==> src/rtl/obstacle_collision_judge.sv <==
// Obstacle collision judge: shrunk-hitbox overlap test between the dino and
// up to three obstacles, plus the IDLE/RUN/HIT/OVER game state machine with
// frame-divided score and best-score tracking.
module obstacle_collision_judge #(
    parameter int MARGIN     = 2,
    parameter int HIT_FRAMES = 30,
    parameter int SCORE_DIV  = 6
) (
    input  logic               FrameClk,
    input  logic               rst,
    input  logic               start,
    input  logic signed [31:0] dinoX,
    input  logic signed [31:0] dinoY,
    input  logic        [11:0] dinoW,
    input  logic        [11:0] dinoH,
    input  logic signed [31:0] obsX1,
    input  logic signed [31:0] obsX2,
    input  logic signed [31:0] obsX3,
    input  logic signed [31:0] obsY,
    input  logic        [11:0] Obs1_W,
    input  logic        [11:0] Obs1_H,
    input  logic        [11:0] Obs2_W,
    input  logic        [11:0] Obs2_H,
    input  logic        [11:0] Obs3_W,
    input  logic        [11:0] Obs3_H,
    output logic        [1:0]  gameState,
    output logic               hit,
    output logic        [1:0]  hitIndex,
    output logic        [15:0] score,
    output logic        [15:0] highScore
);

    typedef enum logic [1:0] {
        S_IDLE = 2'b00,
        S_RUN  = 2'b01,
        S_HIT  = 2'b10,
        S_OVER = 2'b11
    } state_t;

    localparam int DIV_W  = (SCORE_DIV > 1) ? $clog2(SCORE_DIV) : 1;
    localparam int HCNT_W = (HIT_FRAMES > 1) ? $clog2(HIT_FRAMES) : 1;
    localparam logic [DIV_W-1:0]  DIV_LAST  = DIV_W'(SCORE_DIV - 1);
    localparam logic [HCNT_W-1:0] HCNT_LAST = HCNT_W'(HIT_FRAMES - 1);
    localparam logic signed [32:0] MARGIN_S = 33'(MARGIN);
    localparam logic [11:0] MIN_SIZE = 12'(2 * MARGIN);

    // Sign-extend a coordinate to 33 bits so x+w never wraps.
    function automatic logic signed [32:0] sext33(input logic signed [31:0] v);
        return {v[31], v};
    endfunction

    // Zero-extend an unsigned size to 33 bits.
    function automatic logic signed [32:0] zext33(input logic [11:0] v);
        return {21'd0, v};
    endfunction

    // Shrunk dino box, half-open on the right/bottom edges.
    logic signed [32:0] dino_l, dino_r, dino_t, dino_b;
    logic               dino_ok;

    assign dino_l  = sext33(dinoX) + MARGIN_S;
    assign dino_r  = sext33(dinoX) + zext33(dinoW) - MARGIN_S;
    assign dino_t  = sext33(dinoY) + MARGIN_S;
    assign dino_b  = sext33(dinoY) + zext33(dinoH) - MARGIN_S;
    assign dino_ok = (dinoW > MIN_SIZE) && (dinoH > MIN_SIZE);

    logic signed [31:0] obs_x [3];
    logic        [11:0] obs_w [3];
    logic        [11:0] obs_h [3];
    logic        [2:0]  coll;

    assign obs_x[0] = obsX1;
    assign obs_x[1] = obsX2;
    assign obs_x[2] = obsX3;
    assign obs_w[0] = Obs1_W;
    assign obs_w[1] = Obs2_W;
    assign obs_w[2] = Obs3_W;
    assign obs_h[0] = Obs1_H;
    assign obs_h[1] = Obs2_H;
    assign obs_h[2] = Obs3_H;

    // Per-obstacle strict overlap against the dino; edge contact does not count.
    genvar gi;
    generate
        for (gi = 0; gi < 3; gi++) begin : g_obs
            logic signed [32:0] o_l, o_r, o_t, o_b;
            logic               o_ok;

            assign o_l  = sext33(obs_x[gi]) + MARGIN_S;
            assign o_r  = sext33(obs_x[gi]) + zext33(obs_w[gi]) - MARGIN_S;
            assign o_t  = sext33(obsY) + MARGIN_S;
            assign o_b  = sext33(obsY) + zext33(obs_h[gi]) - MARGIN_S;
            assign o_ok = (obs_w[gi] != 12'd0) && (obs_w[gi] > MIN_SIZE) &&
                          (obs_h[gi] > MIN_SIZE);

            assign coll[gi] = o_ok && dino_ok &&
                              (dino_l < o_r) && (o_l < dino_r) &&
                              (dino_t < o_b) && (o_t < dino_b);
        end
    endgenerate

    logic       any_coll;
    logic [1:0] first_idx;

    assign any_coll = |coll;

    // Lowest-numbered colliding obstacle wins.
    always_comb begin
        first_idx = 2'd0;
        if (coll[0])      first_idx = 2'd1;
        else if (coll[1]) first_idx = 2'd2;
        else if (coll[2]) first_idx = 2'd3;
    end

    state_t              state_q, state_d;
    logic                hit_q, hit_d;
    logic [1:0]          idx_q, idx_d;
    logic [15:0]         score_q, score_d;
    logic [15:0]         high_q, high_d;
    logic [DIV_W-1:0]    div_q, div_d;
    logic [HCNT_W-1:0]   hcnt_q, hcnt_d;

    // Game state, score divider, hit timer and best-score next-state logic.
    always_comb begin
        state_d = state_q;
        hit_d   = 1'b0;
        idx_d   = idx_q;
        score_d = score_q;
        high_d  = high_q;
        div_d   = div_q;
        hcnt_d  = hcnt_q;
        case (state_q)
            S_IDLE: begin
                if (start) begin
                    state_d = S_RUN;
                    score_d = 16'd0;
                    div_d   = '0;
                end
            end
            S_RUN: begin
                if (any_coll) begin
                    state_d = S_HIT;
                    hit_d   = 1'b1;
                    idx_d   = first_idx;
                    hcnt_d  = '0;
                end else if (div_q == DIV_LAST) begin
                    div_d = '0;
                    if (score_q != 16'hFFFF) score_d = score_q + 16'd1;
                end else begin
                    div_d = div_q + 1'b1;
                end
            end
            S_HIT: begin
                if (hcnt_q == HCNT_LAST) begin
                    state_d = S_OVER;
                    hcnt_d  = '0;
                    if (score_q > high_q) high_d = score_q;
                end else begin
                    hcnt_d = hcnt_q + 1'b1;
                end
            end
            S_OVER: begin
                if (start) begin
                    state_d = S_RUN;
                    score_d = 16'd0;
                    div_d   = '0;
                    idx_d   = 2'd0;
                end
            end
            default: state_d = S_IDLE;
        endcase
    end

    // State registers with asynchronous reset back to an idle, zeroed game.
    always_ff @(posedge FrameClk or posedge rst) begin
        if (rst) begin
            state_q <= S_IDLE;
            hit_q   <= 1'b0;
            idx_q   <= 2'd0;
            score_q <= 16'd0;
            high_q  <= 16'd0;
            div_q   <= '0;
            hcnt_q  <= '0;
        end else begin
            state_q <= state_d;
            hit_q   <= hit_d;
            idx_q   <= idx_d;
            score_q <= score_d;
            high_q  <= high_d;
            div_q   <= div_d;
            hcnt_q  <= hcnt_d;
        end
    end

    assign gameState = state_q;
    assign hit       = hit_q;
    assign hitIndex  = idx_q;
    assign score     = score_q;
    assign highScore = high_q;

endmodule

==> config.mk <==
export PLATFORM = sky130hd
export DESIGN_NAME = obstacle_collision_judge
export DESIGN_NICKNAME = d
export VERILOG_FILES = /design/src/rtl/obstacle_collision_judge.sv
export SDC_FILE = /design/constraint.sdc
export NUM_CORES = 1
export LEC_CHECK = 0
export ABC_CLOCK_PERIOD_IN_PS = 4400
export BUFFER_PORTS_ARGS = -buffer_cell sky130_fd_sc_hd__buf_2
export CORE_MARGIN = 3
export CORE_UTILIZATION = 30
export DETAILED_ROUTE_END_ITERATION = 7
export GPL_TIMING_DRIVEN = 0
export HOLD_SLACK_MARGIN = 0.05
export PLACE_DENSITY = 0.59
export SETUP_SLACK_MARGIN = 0.02
export SLEW_MARGIN = 20
export SYNTH_ARGS = -nofsm -noshare
export SYNTH_HDL_FRONTEND = slang
export SYNTH_SLANG_ARGS = --single-unit
==> constraint.sdc <==
create_clock -name FrameClk -period 4.4 [get_ports FrameClk]
set_input_delay 0.44 -clock FrameClk [delete_from_list [all_inputs] [get_ports FrameClk]]
set_output_delay 0.44 -clock FrameClk [all_outputs]
set_load 0.05 [all_outputs]
* Yosys cells after proc, flatten, opt, wreduce, memory -nomap -nowiden *
Cells that the tools add are included.

cells by class
  bitwise gates (word level) = 0
  mux-type cells = 24
  shifts and indexed selects = 0
  multipliers = 0
  divide/modulo/power cells = 0
  eq/ne operators = 13
  magnitude comparators = 19
  add/sub/neg operators = 25
  reduce and logical (&&, ||, !) cells = 37

operator list
  operator                 number
  $lt A33 B33 Y1           10
  $add A32 B13 Y33         8
  $sub A33 B3 Y33 const B  8
  $add A32 B3 Y33 const B  6
  $gt A12 B3 Y1 const B    8
  $mux W16                 4
  $reduce_bool A12 Y1      3
  $pmux W16 S2             1
  $logic_and A1 B1 Y1      22
  $add A16 B1 Y16 const B  1
  $gt A16 B16 Y1           1
  $mux W2                  8
  $ne A16 B16 Y1 const B   1
  $ne A2 B2 Y1 const B     6
  $reduce_and A3 Y1        4
  $mux W5                  2
  $pmux W5 S2              1
  $mux W3                  3
  $pmux W2 S3              1
  $pmux W3 S2              1
  $reduce_bool A2 Y1       3
  $add A5 B1 Y5 const B    1
  $eq A5 B5 Y1 const B     1
  $reduce_and A5 Y1        1
  other kinds (11)         13

storage, ports and cells
  bits in writable memories = 0
  word-level logic and storage cells = 125
  flip-flop bits (word level) = 45
  memory bits (read-only) = 0
  memories = 0
  bits in latches = 0
  output and inout port bits = 37
  bits of input ports = 291

* Depth between registers and ports, before layout *
Gate-level depths: netlist (run 1).

  depth after elaboration = 13
  mapped depth = 30
  depth with buffers taken out = 29

* Worst setup path before layout (run 1) *
OpenSTA, ideal clock, no wires.

  path type = input to register
  from = input obsY[2]
  to = register score_q[3] (netlist: score[3])
  arrival time = 5.817 ns
  library setup time = 0.076 ns
  buffers on the path = 2
  setup slack = -1.494 ns
  required time = 4.324 ns
  stages = 29
  cell sequence = inv_1 -> ha_1 -> inv_1 -> ha_1 -> a21o_1 -> a21oi_2 -> o21ai_2 -> a2111oi_4 -> o31ai_1 -> o311a_1 -> o21a_1 -> or2_1 -> buf_6 -> a21o_1 -> a21oi_2 -> xnor2_1 -> ha_1 -> and4_1 -> and3_1 -> a211oi_1 -> a211o_1 -> a31o_1 -> a41oi_2 -> nor4_2 -> o31ai_4 -> nand3_1 -> buf_2 -> mux2_4 -> o21ai_1

on the way
  longest elaborated chain between the ends = 8
  elaborated cells on any way between the ends = 20
  classes of those cells = 7 x add/sub; 4 x order compare; 1 x eq/ne; 8 x reduce/logical

RTL lines
  element                        RTL line  source
  start: declaration             19        input logic signed [31:0] obsY,
  $add A32 B13 Y33               92        assign o_b = sext33(obsY) + zext33(obs_h[gi]) - MARGIN_S;
  $sub A33 B3 Y33                92
  $lt A33 B33 Y1                 98        (dino_t < o_b) && (o_t < dino_b);
  $logic_and A1 B1 Y1            97        (dino_l < o_r) && (o_l < dino_r) &&
  $logic_and A1 B1 Y1            98
  $reduce_or A3 Y1 *             105       assign any_coll = |coll;
  $ne A2 B2 Y1 (no line) *       n/a
  $reduce_and A5 Y1 (no line) *  n/a
  end signal: assignment         188       score_q <= score_d;
  end: declaration               118       logic [15:0] score_q, score_d;

Mark *: on every way between the ends. The rest lies on a longest branch, timed or not.
A chain may end at the register's enable or synchronous reset.

* Worst setup path after layout (run 1) *
  from = input obsY[2]
  to = register score_q[13] (netlist: score[13])

The elaborated chain is that of the path after synthesis.

==> key figures, run 1 <==
Status
  • Outcome: finished with violations
  • Failing checks: setup timing

Run
  • MaxCap Viol Count: 0

Timing
  • Period utilization: 138%
  • Tmin final: between 6 and 7 ns
  • Worst-margin pin slew: approximately 0.8 ns
  • Final setup violation count: 29
  • Relative slew slack: between 40% and 50%
  • Fmax: 165 MHz
  • Max Slew Vio Count: 0
  • Clock skew: ~0.0076 ns
  • PnR worst setup slack: -1.67 ns
  • RSZ-0062 raised after global routing: yes
  • Min Hold Slack: 0.248 ns
  • Final Hold Viols: 0
  • Setup TNS: -45.23 ns

Floorplan
  • FP Rows: 109
  • Initial Util: 30.4%
  • Die area: approximately 93000 um2
  • Die height: ~310 um
  • Die W: 306 um
  • Io pins: about 330
  • Placeable Area: ~89000 um2

Finish
  • Post-route insts no fill: between 5000 and 6000
  • Final Core Density: a little under two fifths
  • Share of cells above drive strength 1: 17.8%
  • Area Growth Syn to Fin: 20.8%
  • Total Nets Final: 5092

Pwr
  • Comb pwr share: 87.1%
  • Pwr Total: 0.00691 W
  • VDD IR max: about 0.17 mV
  • P_int: 0.00317 W
  • NetSw: approximately 0.0037 W
  • Power share of the clock group: 5.3%
  • Pwr dens: 212 nW/um2
  • LEAKAGE: ~16 nW
  • Switch share: between 50% and 60%
  • Sequential power share: under 10%

Synth
  • Ys Warns: 0
  • Distinct cell type count after synthesis: 93
  • Synth Flop Type: dfrtp_1
  • EDFF count, synth: 0
  • Syn_nets: around 4700
  • Synth Instances: around 3600
  • Share of the yosys chip area belonging to registers: under 10%
  • Seq cells post-synth: between 40 and 50
  • Fraction of registers with async set/reset: between 90% and 100%
  • Syn avg cell area: around 7.5 um2
  • Post-Syn Area: roughly 27000 um2

Critical path
  • Crit path arrival time: roughly 6.3 ns
  • Delay-heaviest family, CP: compound AO/OA/AOI/OAI gates
  • Slowest-stage cell, CP: a2111oi_4
  • Critical path's most frequent cell: buf_6
  • Critical Path End Type: flop
  • Critical path class: input pin to flop
  • Worst R2R Setup Slack: ~0.93 ns
  • CP Launch Type: input pin
  • Worst-path fanout max: 6
  • Req. time, crit path: ~4.6 ns
  • Worst path bufs/invs: 7
  • Critical path's largest stage delay: between 0.4 and 0.5 ns

Detailed routing
  • Vias/cell: approximately 5.0
  • Initial DRC count: roughly 1400
  • WL final: roughly 87 mm
  • DR DRC count: 0
  • Pre-antenna DRT Iters: 5
  • Routed WL per cell: around 17 um
  • DR vias: ~26000
  • Post-DRT Antenna Nets: 0

Place
  • GP Congestion: roughly 0.9
  • Placed Instances: ~5100
  • I/O Buffers: between 300 and 400
  • DP HPWL: between 70 and 80 mm

Global route
  • Vias in the first global route: ~25000
  • Initial antenna violation count: 21
  • GRT Residual Overflow: 0
  • Pin count of the biggest net entering global routing: 27
  • GRT Util Overall: roughly 18%
  • First-pass GRT wire length: 133 mm

CTS
  • CTS tree: built
  • CTS clock-pin slew for the worst setup and hold paths: roughly 0.070 ns
  • H-tree Lvls: 2
  • TritonCTS Buffers: 5
  • Clk sinks: 45
  • Worst-skew pair later-pin latency: a little under 0.3 ns
  • Root Driver: clkbuf_16
  • CTS max path bufs: 2

Hold path
  • Hold crit path type: input pin to asynchronous set/reset pin
## final timing paths
path	from	to	cells past startpoint
worst max register to register	score[1]	highScore[2]	13
worst max-delay path	obsY[2]	score[13]	32
worst min-delay path	rst	highScore[5]	2
min in group FrameClk	highScore[0]	highScore[0]	1
worst min register to register	highScore[0]	highScore[0]	1
max in group asynchronous	rst	score[5]	3
## metal layers
layer  vias up  routed length, um  part of all wire [%]  GRT usage (%)
li1      13500                  -                     -              -
met1     11900              40200                    46           23.5
met2       522              40500                    47           30.5
met3       102               3650                   4.2           1.57
met4        12               2190                   2.5           3.81
met5         -                 76                 0.088              0
## through the flow
step | cell area, um2 | worst slack, ns
floorplan | 27100 | -1.23
global placement | 30200 | -3.00
detailed placement | 30300 | -3.03
CTS | 31600 | -1.68
global route | 32500 | -1.92
finish | 32600 | -1.67
## state kept, by name (all words and copies together) (netlist names)
signal and flops:
div_q 3, score 16, highScore 16, hit 1, hcnt_q 5, gameState 2
hitIndex 2
## cells by family (layout without fill, tap and decap cells)
| logic type | count (synthesis) | in the layout | synth area share (%) |
|---|---|---|---|
| other | 0 | 9 | 0 |
| adders and majority gates | 777 | 777 | 36.3 |
| muxes | 20 | 20 | 0.831 |
| xor gates and xnor gates | 395 | 395 | 12.8 |
| DFF | 45 | 45 | 4.18 |
| buffers and inverters | 609 | 1031 | 8.55 |
| AOI/OAI and AO/OA | 875 | 875 | 20.9 |
| and+or+nand+nor | 882 | 882 | 16.4 |
## worst reg2reg max path, stage by stage, from the launching register on
cell      delay (ns)
dfrtp_1         0.45
ha_1            0.34
nor2b_1         0.13
o21a_1          0.16
o21a_1          0.16
o21a_1          0.17
o21a_1          0.17
o21a_1          0.16
o21a_1          0.16
o21ai_1         0.21
a21boi_1        0.14
o31ai_4         0.40
buf_2           0.35
mux2_2          0.37
## power groups by stage
stage | logic, W | clock network (W) | registers [W]
floorplan | 0.00381 | 0 | 0.000602
global placement | 0.00528 | 0 | 0.000523
detailed placement | 0.00535 | 0 | 0.000525
CTS | 0.00572 | 0.000376 | 0.000518
global route | 0.00676 | 0.000390 | 0.000530
finish | 0.00602 | 0.000368 | 0.000521
## Yosys cell counts (5+ instances only)
master	count	area (um2)
a311oi_1	5	43.8
or3_1	14	87.6
o21a_1	31	233
nand3_1	121	606
nor4_1	18	113
and3_1	51	319
dfrtp_1	45	1130
nand2_1	222	833
clkbuf_1	21	78.8
mux2_1	7	78.8
o21bai_1	44	330
xor2_1	115	1010
nor2b_1	34	213
fa_1	8	160
nand4_1	79	494
or2_2	8	50.1
o2111ai_1	6	52.6
ha_1	769	9620
o22ai_1	7	43.8
a21o_1	113	848
nor3b_1	6	45.0
nor3_1	61	305
a221oi_1	8	70.1
o211ai_1	17	128
mux2_2	8	90.1
inv_1	578	2170
and4_1	11	96.3
nand2b_1	44	275
a21oi_1	286	1430
o31ai_1	24	180
a21boi_0	10	75.1
a211oi_1	30	225
and2_1	16	100
xnor2_1	280	2450
o21ai_0	170	851
a31oi_1	23	144
o21ai_1	22	110
nor2_1	177	664
## placed cells by master, fill, tap and decap left out, drive strengths merged, types with 34 or more instances in the layout
master / count
ha: 769
inv: 578
buf: 422
a21oi: 290
xnor2: 280
nand2: 222
o21ai: 194
nor2: 177
nand3: 121
xor2: 115
a21o: 113
nand4: 79
nor3: 61
and3: 54
dfrtp: 45
nand2b: 44
o21bai: 44
nor2b: 34
a211oi: 34
## cell type report
type | count | area [um2]
Fill cell | 9364 | 56200
Multi-Input combinational cell | 2949 | 25000
Timing Repair Buffer | 415 | 2420
Inverter | 579 | 2210
Tap cell | 1165 | 1460
Sequential cell | 45 | 1130
Buffer | 29 | 140
Clock buffer | 6 | 129
Antenna cell | 9 | 22.5
Clock inverter | 2 | 10.0
## timing repair
| action | 4_1_cts | 5_1_grt |
|---|---|---|
| setup endpoints to repair | 29 | 29 |
| hold buffers | 0 | 0 |
| gates resized for setup | 190 | 144 |
| pin swaps | 74 | 98 |
| buffers inserted | 54 | 40 |
No activity file was read; power rests on OpenSTA's default activity.
==> run 2, diff against run 1 <==
ABC_CLOCK_PERIOD_IN_PS = 6300   (was 4400)
BUFFER_PORTS_ARGS = -buffer_cell sky130_fd_sc_hd__clkbuf_2   (was -buffer_cell sky130_fd_sc_hd__buf_2)
MAX_ROUTING_LAYER = met4   (was default)
clock period = 6.3 ns   (was 4.4 ns; I/O delays follow)
==> run 2 against run 1 <==
The flow now finishes without violations. Die area unchanged. Clock power down 26%. Global-route usage up 0.48 points. Cell count down 0.38%. Sequential power down 30%.
==> key figures, run 2 (synthesis results as in run 1) <==
Timing
  • Period utilization: roughly 100%
  • Tmin final: 6.28 ns
  • Setup TNS: 0 ns
  • RSZ-0062 raised after global routing: yes
  • Final Hold Viols: 0
  • Max Slew Vio Count: 0
  • Clock skew: approximately 0.007 ns
  • Fmax: around 160 MHz
  • Final setup violation count: 0
  • Worst-margin pin slew: roughly 0.93 ns
  • Relative slew slack: 36.6%

Critical path
  • Worst R2R Path Depth: 13
  • Critical path's largest stage delay: about 0.42 ns
  • Critical path class: input pin to flop
  • R2R Path End: highScore[2]
  • Slowest-stage cell, CP: a2111oi_4
  • Critical R2R Launch: score[1]
  • Crit path from: obsY[2]
  • Worst R2R Setup Slack: 2.87 ns
  • Crit path arrival time: ~6.5 ns
  • CP Launch Type: input pin
  • Worst-path fanout max: 7
  • Critical Path End Type: flop
  • Req. time, crit path: between 6 and 7 ns

Global route
  • GR Layer Usage met3: under 10%
  • First-pass GRT wire length: ~130 mm
  • Pin count of the biggest net entering global routing: 32
  • GRT Residual Overflow: 0
  • Met1 Usage GRT: between 20% and 30%
  • Global route hottest layer: met2
  • Initial antenna violation count: 21
  • Vias in the first global route: roughly 25000
  • GRT Util Overall: a little under a fifth
  • Grt met2 use: 30.4%

Pwr
  • VDD IR max: about 0.14 mV
  • Pwr Total: 0.00464 W
  • LEAKAGE: 16.2 nW
  • Pwr dens: approximately 150 nW/um2

Floorplan
  • Die area: roughly 93000 um2
  • Die W: between 300 and 400 um
  • Placeable Area: 88800 um2
  • Io pins: roughly 330
  • Die height: about 300 um
  • Initial Util: between 30% and 40%
  • FP Rows: 109

Run
  • MaxCap Viol Count: 0

Finish
  • FF+latch area: ~1100 um2
  • Area Growth Syn to Fin: 17.7%
  • Footprint of the multi-input gates: approximately 24000 um2
  • Post-route insts no fill: 5179
  • Final Core Density: a little over a third
  • Share of cells above drive strength 1: 14.8%
  • Total Nets Final: ~5100
  • Commonest non-fill, non-tap cell in the layout: ha_1
  • # fillers: ~9400
  • Most frequent cells in the layout: 762 x ha_1, 570 x inv_1, 324 x clkbuf_2

CTS
  • CTS clock-pin slew for the worst setup and hold paths: 0.07 ns
  • TritonCTS Buffers: 5
  • CTS Hold Buffers Added: 0
  • CTS max path bufs: 2
  • Worst-skew pair later-pin latency: around 0.29 ns
  • Root Driver: clkbuf_16
  • H-tree Lvls: 2
  • CTS tree: built
  • Clk sinks: 45

Detailed routing
  • Initial DRC count: around 1300
  • WL final: 85.9 mm
  • Routed WL per cell: approximately 17 um
  • Pre-antenna DRT Iters: 5
  • DR DRC count: 0
  • Post-DRT Antenna Nets: 0
  • Vias/cell: between 5 and 6
  • DR vias: around 26000

Place
  • Placed Instances: 5097
  • DP HPWL: approximately 76 mm
  • I/O Buffers: 327
  • GP Congestion: roughly 0.94

Hold path
  • Hold crit path type: input pin to asynchronous set/reset pin

Status
  • Outcome: finished clean
run 2: cell types whose count changed in the layout (fill, tap and decap cells not counted), sizes merged:
cell / previous run / this run
buf: 422 / 66
clkbuf: 28 / 353
diode: 9 / 20
run 2: worst max-delay path by stage:
| stage | cells after the start | endpoint | slack [ns] |
|---|---|---|---|
| after floorplan | 29 | score[3] | 0.22 |
| after global placement | 31 | score[3] | -1.35 |
| after detailed placement | 31 | score[3] | -1.46 |
| after CTS | 32 | score[9] | -0.003 |
| after global routing | 31 | score[14] | -0.21 |
| final | 30 | score[15] | 0.02 |
run 2: critical path, delay by kind of cell:
kind / cells / cell delay, ns
xor+xnor: 1 / 0.08
buf+inv: 5 / 0.55
fa+ha+maj: 3 / 0.72
compound gates: 15 / 3.38
simple gates: 6 / 1.09
run 2: repair_timing:
| item | in CTS | in global routing |
|---|---|---|
| setup endpoints to repair | 29 | 29 |
| pin swaps | 57 | 69 |
| gates resized for setup | 107 | 107 |
| gates cloned | 0 | 1 |
| hold endpoints to repair | 0 | 0 |
| buffers inserted | 41 | 21 |
run 2: metrics by stage:
step	worst slack [ns]	area (um2)	hold slack [ns]
2_1_floorplan	0.216	27000	0.497
3_3_place_gp	-1.35	30100	0.506
3_5_place_dp	-1.46	30100	0.515
4_1_cts	-0.00277	31000	0.303
5_1_grt	-0.207	31700	0.313
6_report	0.0188	31700	0.288
run 2: area by class of cell:
class	count	share of cell area, %
antenna	20	0.158
buffer	29	0.442
clock buffer	6	0.438
clock inverter	2	0.0434
inverter	579	6.89
multi-input combinational	2949	77.2
sequential	45	3.55
tap	1165	4.60
timing repair buffer	384	6.64
run 2: metal layers:
layer / wire, um / up-vias
met3: 4520 / 69
met1: 39600 / 12000
met4: 1400 / 0
li1: - / 13400
met5: 0 / -
met2: 40400 / 517
run 2: power by group:
| part | total [W] | internal (W) | switching, W |
|---|---|---|---|
| registers | 0.000366 | 0.000322 | 0.0000440 |
| clock network | 0.000271 | 0.000158 | 0.000113 |
| logic | 0.00401 | 0.00164 | 0.00237 |
| total | 0.00464 | 0.00212 | 0.00252 |
==> run 3, diff against run 2 <==
SETUP_SLACK_MARGIN = 0.1   (was 0.02)
==> run 3 against run 2 <==
Power increased by 1.3%. Cell count increased by 0.27%. Worst setup slack improved by 0.061 ns. Count of clock-buffer cells in the layout unchanged. Combinational power increased by 1%. Utilization increased by 0.33 points. Largest power group unchanged.
==> key figures, run 3 (synthesis results as in run 1) <==
Status
  • Outcome: finished clean

CTS
  • CTS tree: built
  • CTS clock-pin slew for the worst setup and hold paths: ~0.07 ns
  • CTS max path bufs: 2
  • Clk sinks: 45
  • Root Driver: clkbuf_16
  • Worst-skew pair later-pin latency: around 0.29 ns
  • TritonCTS Buffers: 5
  • H-tree Lvls: 2

Finish
  • Finished Cell Area: between 30000 and 40000 um2
  • Share of cells above drive strength 1: between 10% and 20%
  • Commonest non-fill, non-tap cell in the layout: ha_1
  • Area Growth Syn to Fin: 18.7%
  • Final Core Density: between 30% and 40%
  • Most frequent cells in the layout: 757 x ha_1, 563 x inv_1, 322 x clkbuf_2
  • Total Nets Final: ~5100

Timing
  • Fmax: about 160 MHz
  • Final Hold Viols: 0
  • Period utilization: a little over nine tenths
  • Final setup violation count: 0
  • Relative slew slack: ~38%
  • Max Slew Vio Count: 0
  • Tmin final: 6.22 ns
  • Worst-margin pin slew: between 0.9 and 1 ns
  • RSZ-0062 raised after global routing: yes
  • Clock skew: 0.00756 ns
  • PnR worst setup slack: approximately 0.080 ns

Floorplan
  • Initial Util: roughly 30%
  • Die height: between 300 and 400 um
  • Die area: roughly 93000 um2
  • Placeable Area: between 80000 and 90000 um2
  • Io pins: between 300 and 400
  • Die W: around 310 um
  • FP Rows: between 100 and 150

Pwr
  • VDD IR max: between 0.1 and 0.15 mV
  • Pwr Total: between 0.004 and 0.005 W
  • LEAKAGE: around 16 nW
  • Pwr dens: about 150 nW/um2

Critical path
  • Critical Path End Type: flop
  • Req. time, crit path: around 6.5 ns
  • Critical path class: input pin to flop
  • CP Launch Type: input pin
  • Critical path's largest stage delay: 0.39 ns
  • Worst-path fanout max: 8
  • Crit path arrival time: ~6.4 ns
  • Slowest-stage cell, CP: nor4_4

Detailed routing
  • Initial DRC count: ~1200
  • Pre-antenna DRT Iters: 5
  • Routed WL per cell: about 17 um
  • Post-DRT Antenna Nets: 0
  • Vias/cell: between 5 and 6
  • DR vias: 26100
  • WL final: about 86 mm
  • DR DRC count: 0

Global route
  • GRT Residual Overflow: 0
  • First-pass GRT wire length: ~130 mm
  • Pin count of the biggest net entering global routing: 32
  • GRT Util Overall: between 15 and 20%
  • Initial antenna violation count: 22
  • Vias in the first global route: 24900

Place
  • Area post-placement: between 30000 and 40000 um2
  • I/O Buffers: about 330
  • Pre-CTS WS: -1.46 ns
  • DP HPWL: roughly 76 mm
  • GP Congestion: around 0.94

Hold path
  • Hold crit path type: input pin to asynchronous set/reset pin

Run
  • MaxCap Viol Count: 0
[run 3: changes by cell type in the layout (fill, tap and decap cells not counted), moves of 4 or more]
cell     change
inv_2        +7
ha_1         -5
a21oi_1      -7
a21oi_2      +5
ha_2         +4
buf_4       +13
inv_1        -7
[run 3: worst max-delay path: cells and delay by family]
kind | cells | cell delay, ns
adders and majority gates | 3 | 0.80
muxes | 1 | 0.21
xor gates and xnor gates | 1 | 0.08
buffers and inverters | 7 | 0.78
AOI/OAI and AO/OA | 14 | 2.78
and+or+nand+nor | 5 | 1.13
[run 3: path summary, 6_finish.rpt]
kind / start / endpoint / slack [ns] / depth (start not counted)
setup reg to reg: score[1] / highScore[2] / 2.85 / 13
hold / removal: rst / highScore[9] / 0.29 / 2
min in group FrameClk: highScore[0] / highScore[0] / 0.53 / 1
hold reg to reg: highScore[0] / highScore[0] / 0.53 / 1
max in group asynchronous: rst / score[0] / 5.52 / 3
setup / recovery: obsY[2] / gameState[0] / 0.08 / 31
[run 3: layout make-up]
| cell class | count | area (um2) |
|---|---|---|
| diodes | 20 | 50.0 |
| well taps | 1165 | 1460 |
| multi-input cells | 2949 | 24700 |
| flip-flops and latches | 45 | 1130 |
| clock buffers | 6 | 139 |
| fillers | 9408 | 56800 |
| inverters | 579 | 2190 |
| repair buffers | 397 | 2210 |
| plain buffers | 30 | 155 |
| clock inverters | 2 | 13.8 |
[run 3: routing by layer]
metal / global-route usage (%) / vias up / part of all wire (%)
met2: 30.4 / 512 / 47
met1: 23.2 / 12100 / 46
met5: - / - / 0
li1: - / 13500 / -
met3: 2.21 / 82 / 4.9
met4: 3.53 / 0 / 1.8
[run 3: through the flow]
step | TNS (ns) | instances | hold WS (ns)
6_report | 0 | 5193 | 0.289
5_1_grt | -2.66 | 5191 | 0.313
4_1_cts | -0.00162 | 5148 | 0.303
3_5_place_dp | -38.12 | 5097 | 0.515
3_3_place_gp | -35.31 | 5095 | 0.506
2_1_floorplan | 0 | 3603 | 0.497
[run 3: power by group]
group / internal, W / total (W) / switching (W)
Combinational: 0.00168 / 0.00407 / 0.00238
Clock: 0.000158 / 0.000270 / 0.000112
Sequential: 0.000322 / 0.000366 / 0.0000446
Total: 0.00216 / 0.00470 / 0.00254
[run 3: timing repair]
item	CTS	global route
hold endpoints to repair	0	0
hold buffers	0	0
resized for setup	114	150
endpoints found under the setup margin	29	29
pin swaps	63	89
cloned	0	1
setup buffers	44	27
